[src/rtl/laser_controller.sv]
// Player laser projectile: fire-button conditioning, once-per-frame flight,
// collision/top-limit retirement and post-shot cooldown.
module laser_controller #(
  parameter int TOP_LIMIT       = 8,
  parameter int PROJ_SPEED      = 4,
  parameter int PLAYER_W        = 26,
  parameter int PROJ_W          = 2,
  parameter int PROJ_H          = 8,
  parameter int COOLDOWN_FRAMES = 4
) (
  input  logic       clk,
  input  logic       rst,
  input  logic       frame,
  input  logic       fire_btn,
  input  logic [9:0] player_x,
  input  logic [9:0] player_y,
  input  logic [5:0] invader_collision,
  output logic       laser_active,
  output logic [9:0] laser_x,
  output logic [9:0] laser_y,
  output logic       hit,
  output logic [5:0] hit_mask
);

  localparam logic [1:0] IDLE     = 2'd0;
  localparam logic [1:0] FLY      = 2'd1;
  localparam logic [1:0] COOLDOWN = 2'd2;

  localparam int CW = (COOLDOWN_FRAMES > 0) ? $clog2(COOLDOWN_FRAMES + 1) : 1;

  localparam logic [9:0] SPAWN_MIN = 10'(TOP_LIMIT + PROJ_H);
  localparam logic [9:0] RETIRE_Y  = 10'(TOP_LIMIT + PROJ_SPEED);
  localparam logic [9:0] X_OFFSET  = 10'((PLAYER_W - PROJ_W) / 2);

  logic [1:0]    state;
  logic [CW-1:0] cd_cnt;
  logic          sync1, sync2, sync3;
  logic          armed;
  logic          fire_req;
  logic [5:0]    coll_latch;
  logic          rise;

  assign rise = sync2 & ~sync3;

  // sync3 is the edge detector's history flop; armed blocks auto-repeat
  always_ff @(posedge clk or posedge rst) begin
    if (rst) begin
      sync1    <= 1'b0;
      sync2    <= 1'b0;
      sync3    <= 1'b0;
      armed    <= 1'b1;
      fire_req <= 1'b0;
    end else begin
      sync1 <= fire_btn;
      sync2 <= sync1;
      sync3 <= sync2;
      if (rise && armed)
        armed <= 1'b0;
      else if (!sync2)
        armed <= 1'b1;
      if (state != IDLE)
        fire_req <= 1'b0;
      else if (rise && armed)
        fire_req <= 1'b1;
      else if (frame)
        fire_req <= 1'b0;
    end
  end

  // Latch is sampled by the FSM on the frame cycle and cleared in that same cycle
  always_ff @(posedge clk or posedge rst) begin
    if (rst)
      coll_latch <= '0;
    else if (frame)
      coll_latch <= '0;
    else if (laser_active)
      coll_latch <= coll_latch | invader_collision;
  end

  always_ff @(posedge clk or posedge rst) begin
    if (rst) begin
      state        <= IDLE;
      laser_active <= 1'b0;
      laser_x      <= '0;
      laser_y      <= '0;
      hit          <= 1'b0;
      hit_mask     <= '0;
      cd_cnt       <= '0;
    end else begin
      hit <= 1'b0;
      if (frame) begin
        case (state)
          IDLE: begin
            if (fire_req && player_y >= SPAWN_MIN) begin
              laser_x      <= player_x + X_OFFSET;
              laser_y      <= player_y - 10'(PROJ_H);
              laser_active <= 1'b1;
              state        <= FLY;
            end
          end
          FLY: begin
            if (coll_latch != '0) begin
              hit          <= 1'b1;
              hit_mask     <= coll_latch;
              laser_active <= 1'b0;
              cd_cnt       <= CW'(COOLDOWN_FRAMES);
              state        <= COOLDOWN;
            end else if (laser_y < RETIRE_Y) begin
              laser_active <= 1'b0;
              cd_cnt       <= CW'(COOLDOWN_FRAMES);
              state        <= COOLDOWN;
            end else begin
              laser_y <= laser_y - 10'(PROJ_SPEED);
            end
          end
          COOLDOWN: begin
            if (cd_cnt == '0)
              state <= IDLE;
            else
              cd_cnt <= cd_cnt - 1'b1;
          end
          default: state <= IDLE;
        endcase
      end
    end
  end

endmodule
[config.mk]
export PLATFORM = sky130hd
export DESIGN_NAME = laser_controller
export DESIGN_NICKNAME = d
export VERILOG_FILES = /design/src/rtl/laser_controller.sv
export SDC_FILE = /design/constraint.sdc
export NUM_CORES = 1
export LEC_CHECK = 0
export CAP_MARGIN = 20
export CORE_MARGIN = 4
export CORE_UTILIZATION = 51
export CTS_BUF_LIST = sky130_fd_sc_hd__clkbuf_4
export CTS_CLUSTER_SIZE = 10
export DETAILED_ROUTE_END_ITERATION = 12
export MAX_ROUTING_LAYER = met4
export PLACE_DENSITY = 0.86
export SYNTH_ARGS = -nofsm -noshare
export SYNTH_HDL_FRONTEND = slang
export SYNTH_SLANG_ARGS = --single-unit
[constraint.sdc]
create_clock -name clk -period 2.3 [get_ports clk]
set_input_delay 0.69 -clock clk [delete_from_list [all_inputs] [get_ports clk]]
set_output_delay 0.69 -clock clk [all_outputs]
set_load 0.02 [all_outputs]
Word level (Yosys, flattened, before mapping). Index checks and enable logic that the tools add are counted. Widths: inputs -> output; s select.

Input port bits: 30. Output and inout port bits: 28. Flip-flop bits (word level): 44.

Add/subtract/negate cells: 4. Magnitude comparators: 2. Equality and inequality tests: 9. Muxes and demuxes: 27. Bitwise logic cells: 3. Reduce and logical (&&, ||, !) cells: 16.

Operators with widths (count): $mux 10 (3); $pmux 10 s2 (1); $mux 6 (2); $reduce_and 4->1 (3); $mux 1 (11); $add 10x4->10 const B (1); $ge 10x5->1 const B (1); $lt 10x4->1 const B (1); $ne 2x2->1 const B (5); $sub 10x3->10 const B (1); $sub 10x4->10 const B (1); $mux 3 (3); $mux 2 (4); $reduce_bool 2->1 (4); $or 6x6->6 (1); $pmux 2 s3 (1); $pmux 3 s2 (1); $reduce_and 3->1 (2); $reduce_bool 6->1 (1); $reduce_and 5->1 (1); $logic_not 3->1 (1); $ne 3x3->1 const B (1); $reduce_bool 3->1 (1); $sub 3x1->3 const B (1); other kinds (8) (9).

Logic depth before layout (Yosys ltp). Gate-level depths: netlist of the first run.

Word-level depth: 5. Gate-level depth with buffers: 6. Gate-level depth less buffers: 6.

Worst setup path after synthesis of the first run. Ideal clock, no wire load.

Path type: in2reg. Start point: input port player_y[6]. End point: register laser_y[3]. Cell stages on the path: 4. Path slack: 0.226 ns. Buffers on the path: 0. Arrival time: 1.948 ns. Setup time: 0.125 ns. Cells stage by stage: or4_4 > o31ai_4 > o21ai_2 > mux2_4.

Word-level cells in the longest chain between the ends: 4.

Ends and longest elaborated chain: start: declaration (line 16) `input logic [9:0] player_y,`; $ge 10x5->1 (line 94) `if (fire_req && player_y >= SPAWN_MIN) begin`; $logic_and 1x1->1 (line 94); $ne 2x2->1 (no source line); $reduce_and 5->1 (no source line); end signal: assignment (line 96) `laser_y <= player_y - 10'(PROJ_H);`; end signal: assignment (line 113) `laser_y <= laser_y - 10'(PROJ_SPEED);`; end: declaration (line 20) `output logic [9:0] laser_y,`.

No other way between the ends. A chain may end at the register's enable or synchronous reset.

Worst setup path in the final report of the first run.
Start point: register laser_y[6]. End point: output port laser_y[6].

No word-level cell between the ends.

==> results of run 1 <==
-- worst max-delay path, stage by stage, from the launching register on --
cell	delay [ps]
dfrtp_1	370
buf_4	150
clkdlybuf4s50_1	610
-- worst paths after layout --
check,startpoint,endpoint,slack (ps),depth (start not counted)
max,laser_y[6],laser_y[6],120,2
min,sync1,sync2,370,0
max reg2reg,laser_y[2],laser_y[6],140,6
min reg2reg,sync1,sync2,370,0
max in group asynchronous,rst,armed,1370,3
min in group asynchronous,rst,sync2,660,3
-- metal layers --
layer,up-vias,wire [µm]
li1,1011,-
met2,74,2700
met4,0,92
met5,-,0
met3,10,387
met1,989,2440
-- power by group through the flow --
stage | logic (mW) | registers (mW) | clock network, mW
global placement | 1.37 | 1.18 | 0
finish | 1.41 | 1.18 | 0.385
floorplan | 0.626 | 1.32 | 0
detailed placement | 1.40 | 1.19 | 0
global route | 1.54 | 1.21 | 0.432
CTS | 1.41 | 1.17 | 0.394
-- cells by family after synthesis --
kind of cell	after synthesis
simple gates	80
compound gates	70
flops	44
buf+inv	22
xor+xnor	8
mux	6
fa+ha+maj	6
-- cell type report --
cell class	instances	area, µm²
Multi-Input combinational cell	170	1090
Sequential cell	44	1100
Clock buffer	6	45.0
Timing Repair Buffer	79	773
Tap cell	52	65.1
Fill cell	339	1180
Inverter	15	56.3
Clock inverter	2	12.5
-- state kept, by name, summed over array words and instances (netlist names) --
name	count
armed	1
cd_cnt	3
coll_latch	6
fire_req	1
hit	1
hit_mask	6
laser_active	1
laser_x	10
laser_y	10
state	2
sync1	1
sync2	1
sync3	1
-- cells in the final DEF (no fill, tap or decap), types with 3 or more instances in the layout --
cell | Yosys | routed
xnor2_1 | 5 | 5
or3_1 | 3 | 3
a21oi_1 | 14 | 14
o211ai_1 | 5 | 5
clkbuf_4 | 0 | 6
ha_1 | 6 | 6
buf_12 | 0 | 3
mux2_2 | 5 | 5
xor2_1 | 3 | 3
nor2_1 | 17 | 17
nor4_1 | 4 | 4
nor3_1 | 6 | 6
buf_4 | 0 | 19
a31oi_1 | 5 | 5
clkdlybuf4s50_1 | 0 | 57
dfrtp_1 | 43 | 42
o21a_1 | 3 | 3
nand2_1 | 31 | 31
nor2b_1 | 3 | 3
nand2b_1 | 3 | 3
o21ai_0 | 18 | 18
inv_1 | 15 | 14
-- stage by stage --
step | hold slack, ps | power [mW] | worst slack, ps | std cells
floorplan | 331 | 1.95 | 226 | 236
global placement | 334 | 2.55 | -216 | 360
detailed placement | 340 | 2.59 | -257 | 360
CTS | 371 | 2.98 | 69.3 | 368
global route | 386 | 3.18 | 33.8 | 368
finish | 368 | 2.97 | 123 | 368
==> results.toml, run 1 <==
[sta]
slew_headroom = 0.648
final.setup.tns_ps = 0
setup_viol = 0
clock_skew_ps = 13.1
fmax_mhz = 459
worstMarginPinSlew_ps = 528
period_share = 0.947
maxSlewViolCount = 0
rsz0062_at_grt = "false"
hold_violations = 0
period_needed_ps = 2180

[route]
dr.first_iter.drc_count = 145
drt-total-wl_um = 5620
dr_total_vias = 2084
drtAntennaViolNets = 0
dr.pass1.iters = 4
via_per_inst = 5.66
post_drt_wl_per_cell_um = 15.3
drc = 0

[synth]
syn_area_mm2 = 0.00227
synth_area_per_cell_um2 = 9.63
synthTopCellsByCount = "dfrtp_1, nand2_1, o21ai_0, nor2_1, inv_1"
seq_area_frac_synth = 0.485
async_flop_share = 1.00
yosys.area.top_type_share = 0.473
synth_compound_area_frac = 0.210
synthMuxAreaShare = 0.0314
synth_flop_cell = "dfrtp_1"
yosysMostFrequentCell = "dfrtp_1"
yosysWarnings = 0
syn_inst = 236
synthAdderAreaFrac = 0.0330
synth_simple_gate_area_share = 0.173
syn_nets = 272
synthTopCellsByArea = "dfrtp_1, nand2_1, o21ai_0"
ys_seq_elements = 44
synth_top_area_cell = "dfrtp_1"
synth_top_family_by_area = "compound AO/OA/AOI/OAI gates"
synth_cell_types = 49
synth_xor_area_frac = 0.0308
synth-edff-count = 0

[cts]
cts_buffer_depth = 2
ctsResizeCount = 0
ctsHoldBuffers = 0
cts_made_buffers = 5
cts_htree_levels = 2
postCtsSetupBuffers = 0
cts.sinks = 44
cts_root_buffer = "clkbuf_4"
clk_pin_slew_worst_paths_ps = 130
cts_tree = "done"
clock_latency_ps = 360

[final_layout]
fin_util = 0.727
drive_gt1_frac = 0.155
antennaDiodeCount = 0
area_growth_pct = 38.2
post-route-cell-area_mm2 = 0.00314
nets = 351

[global_routing]
met2_usage = 0.363
grt_util_all_layers = 0.226
grt_start_max_net_pins = 45
antenna_found_initial = 0
grtUsageMet1 = 0.281
grt_pass1_wl_um = 9280
grt_pass1_vias = 2050
use_met3 = 0.0601
grt_overflow_total = 0
grt_busiest_layer = "met2"

[worst_setup_path]
worstPathRequired_ps = 1610
path_max_fanout = 6
cp-end-kind = "output port"
worstSetupPathType = "flop to output port"
setup.worst_path.start_class = "flop"
cp_data_arrival_time_ps = 1490

[pwr]
p_comb_frac = 0.474
p_leak_nw = 1.38
switching_share = 0.410
p_switching_mw = 1.22
ir_drop_mv = 0.732
powerDensity_mw_per_mm2 = 945
p_int_mw = 1.75
seq_power_share = 0.397
clkPwrFrac = 0.130

[floorplanning]
die_area_mm2 = 0.00559
die_y_um = 74.8
start_util = 0.526
ioPinCount = 58
chipWidth_um = 74.8
num_rows = 24
core_area_mm2 = 0.00432

[place]
portBuffers = 57
place_congestion = 0.909
placed_area_mm2 = 0.00308
dp_hpwl_um = 4330

[outcome]
outcome = "completed"

[job]
drv_cap = 0

[min_path]
min_path_type = "flop to flop"
No activity file was read; power rests on OpenSTA's default activity.
==> inputs of run 2 (changes only) <==
--- a/config.mk
+++ b/config.mk
@@ -6,7 +6,7 @@
 export NUM_CORES = 1
 export LEC_CHECK = 0
 export CAP_MARGIN = 20
-export CORE_MARGIN = 4
+export CORE_MARGIN = 1.5
 export CORE_UTILIZATION = 51
 export CTS_BUF_LIST = sky130_fd_sc_hd__clkbuf_4
 export CTS_CLUSTER_SIZE = 10
==> run 2 against run 1 <==
Effect of this change:
- via count rose by 0.96%
- design area decreased by 0.28%
- maximum frequency is 1.6% lower
- critical path type unchanged
- highest routed layer unchanged
==> results.toml, run 2 (synthesis results as in run 1) <==
[final_layout]
final_cell_mix = "clkdlybuf4s50_1, dfrtp_1, nand2_1"
antennaDiodeCount = 0
multi_input_comb_area_mm2 = 0.00109
area_growth_pct = 37.8
largestRegisters = "laser_x (10), laser_y (10)"
regArea_mm2 = 0.00110
final_common_cell = "clkdlybuf4s50_1"
post-route-cell-area_mm2 = 0.00313
fin_cells = 367
nets = 350
num-fill-cells = 340
drive_gt1_frac = 0.149

[route]
dr.pass1.iters = 4
post_drt_wl_per_cell_um = 14.2
drtAntennaViolNets = 0
dr.first_iter.drc_count = 115
via_per_inst = 5.73
drc = 0
drt-total-wl_um = 5220
dr_total_vias = 2104

[sta]
holdWs_ps = 362
period_needed_ps = 2210
slew_headroom = 0.659
setup_viol = 0
fmax_mhz = 452
rsz0062_at_grt = "false"
worst_slack_ps = 88.2
clock_skew_ps = 10.9
worstMarginPinSlew_ps = 512
maxSlewViolCount = 0
hold_violations = 0
period_share = 0.962

[cts]
cts_made_buffers = 5
cts_htree_levels = 2
cts_tree = "done"
cts_root_buffer = "clkbuf_4"
clock_latency_ps = 350
clk_pin_slew_worst_paths_ps = 130
ctsHoldBuffers = 0
cts_buffer_depth = 2
postCtsSetupBuffers = 0
cts.sinks = 44
ctsResizeCount = 0

[worst_setup_path]
cp_num_buf_inv = 1
endpoint = "laser_y[4]"
path_max_fanout = 9
r2r_end = "laser_y[6]"
r2r_setup_slack_ps = 210
max_stage_delay_ps = 670
worstSetupPathType = "flop to output port"
reg2regPathDepth = 6
cp.depth = 1
rr_startpoint = "laser_y[2]"
cp-end-kind = "output port"
cp_data_arrival_time_ps = 1520
setup.worst_path.start_class = "flop"
slowest_stage = "clkdlybuf4s50_1"
crit_chain = "clkdlybuf4s50_1"
startpoint = "laser_y[4]"
worstPathRequired_ps = 1610
critPathTopFamily = "buffers and inverters"

[place]
place_worst_setup_slack_ps = -228
placed_cells = 359
place_congestion = 0.934
placed_area_mm2 = 0.00308
dp_hpwl_um = 3910
portBuffers = 57

[floorplanning]
die_y_um = 69.8
core_area_mm2 = 0.00432
chipWidth_um = 69.8
num_rows = 24
die_area_mm2 = 0.00487
start_util = 0.526
ioPinCount = 58

[pwr]
powerDensity_mw_per_mm2 = 954
p_leak_nw = 1.38
power.total_mw = 2.99
ir_drop_mv = 0.667

[global_routing]
antenna_found_initial = 0
grt_start_max_net_pins = 45
grt_util_all_layers = 0.234
grt_overflow_total = 0
grt_pass1_wl_um = 8950
grt_pass1_vias = 1984

[job]
drv_cap = 0

[min_path]
min_path_type = "flop to flop"

[outcome]
outcome = "completed"
run 2: changes by cell type in the layout (fill, tap and decap cells not counted):
| cell | change |
|---|---|
| clkinvlp_4 | -1 |
| buf_4 | -1 |
| clkbuf_4 | +1 |
| dfrtp_1 | +1 |
| dfrtp_2 | -1 |
run 2: report_power, final:
group / switching, mW / internal [mW]
Combinational: 0.763 / 0.671
Clock: 0.235 / 0.143
Sequential: 0.205 / 0.972
Total: 1.20 / 1.79
run 2: how the worst min path moves through the flow:
| stage | from | to | slack (ps) | cells past startpoint |
|---|---|---|---|---|
| floorplan | sync1 | sync2 | 330 | 0 |
| global placement | sync1 | sync2 | 330 | 0 |
| detailed placement | sync1 | sync2 | 340 | 0 |
| CTS | sync1 | sync2 | 370 | 0 |
| global route | sync1 | sync2 | 380 | 0 |
| finish | sync1 | sync2 | 360 | 0 |
run 2: through the flow:
| stage | utilization | setup TNS [ps] |
|---|---|---|
| 2_1_floorplan | - | 0 |
| 3_3_place_gp | 0.711 | -2910 |
| 3_5_place_dp | 0.711 | -3500 |
| 4_1_cts | 0.725 | 0 |
| 5_1_grt | 0.725 | 0 |
| 6_report | 0.725 | 0 |
run 2: worst reg2reg max path, stage by stage (launching register included):
cell and delay [ps]:
dfrtp_1 440, inv_1 120, ha_1 170, or3b_2 480
a2111oi_0 450, o211ai_1 170, o2bb2ai_1 160
run 2: final cells by class:
cell class	count	area share
inverter	15	0.0180
timing repair buffer	78	0.244
clock buffer	7	0.0168
clock inverter	1	0.00160
tap	52	0.0208
sequential	44	0.352
multi-input combinational	170	0.347
run 2: per-layer routing:
metal / vias to the layer above / track usage / part of all wire
li1: 1009 / - / -
met1: 1006 / 0.309 / 0.44
met2: 82 / 0.361 / 0.48
met3: 7 / 0.0538 / 0.069
met4: 0 / 0.0748 / 0.013
met5: - / - / 0
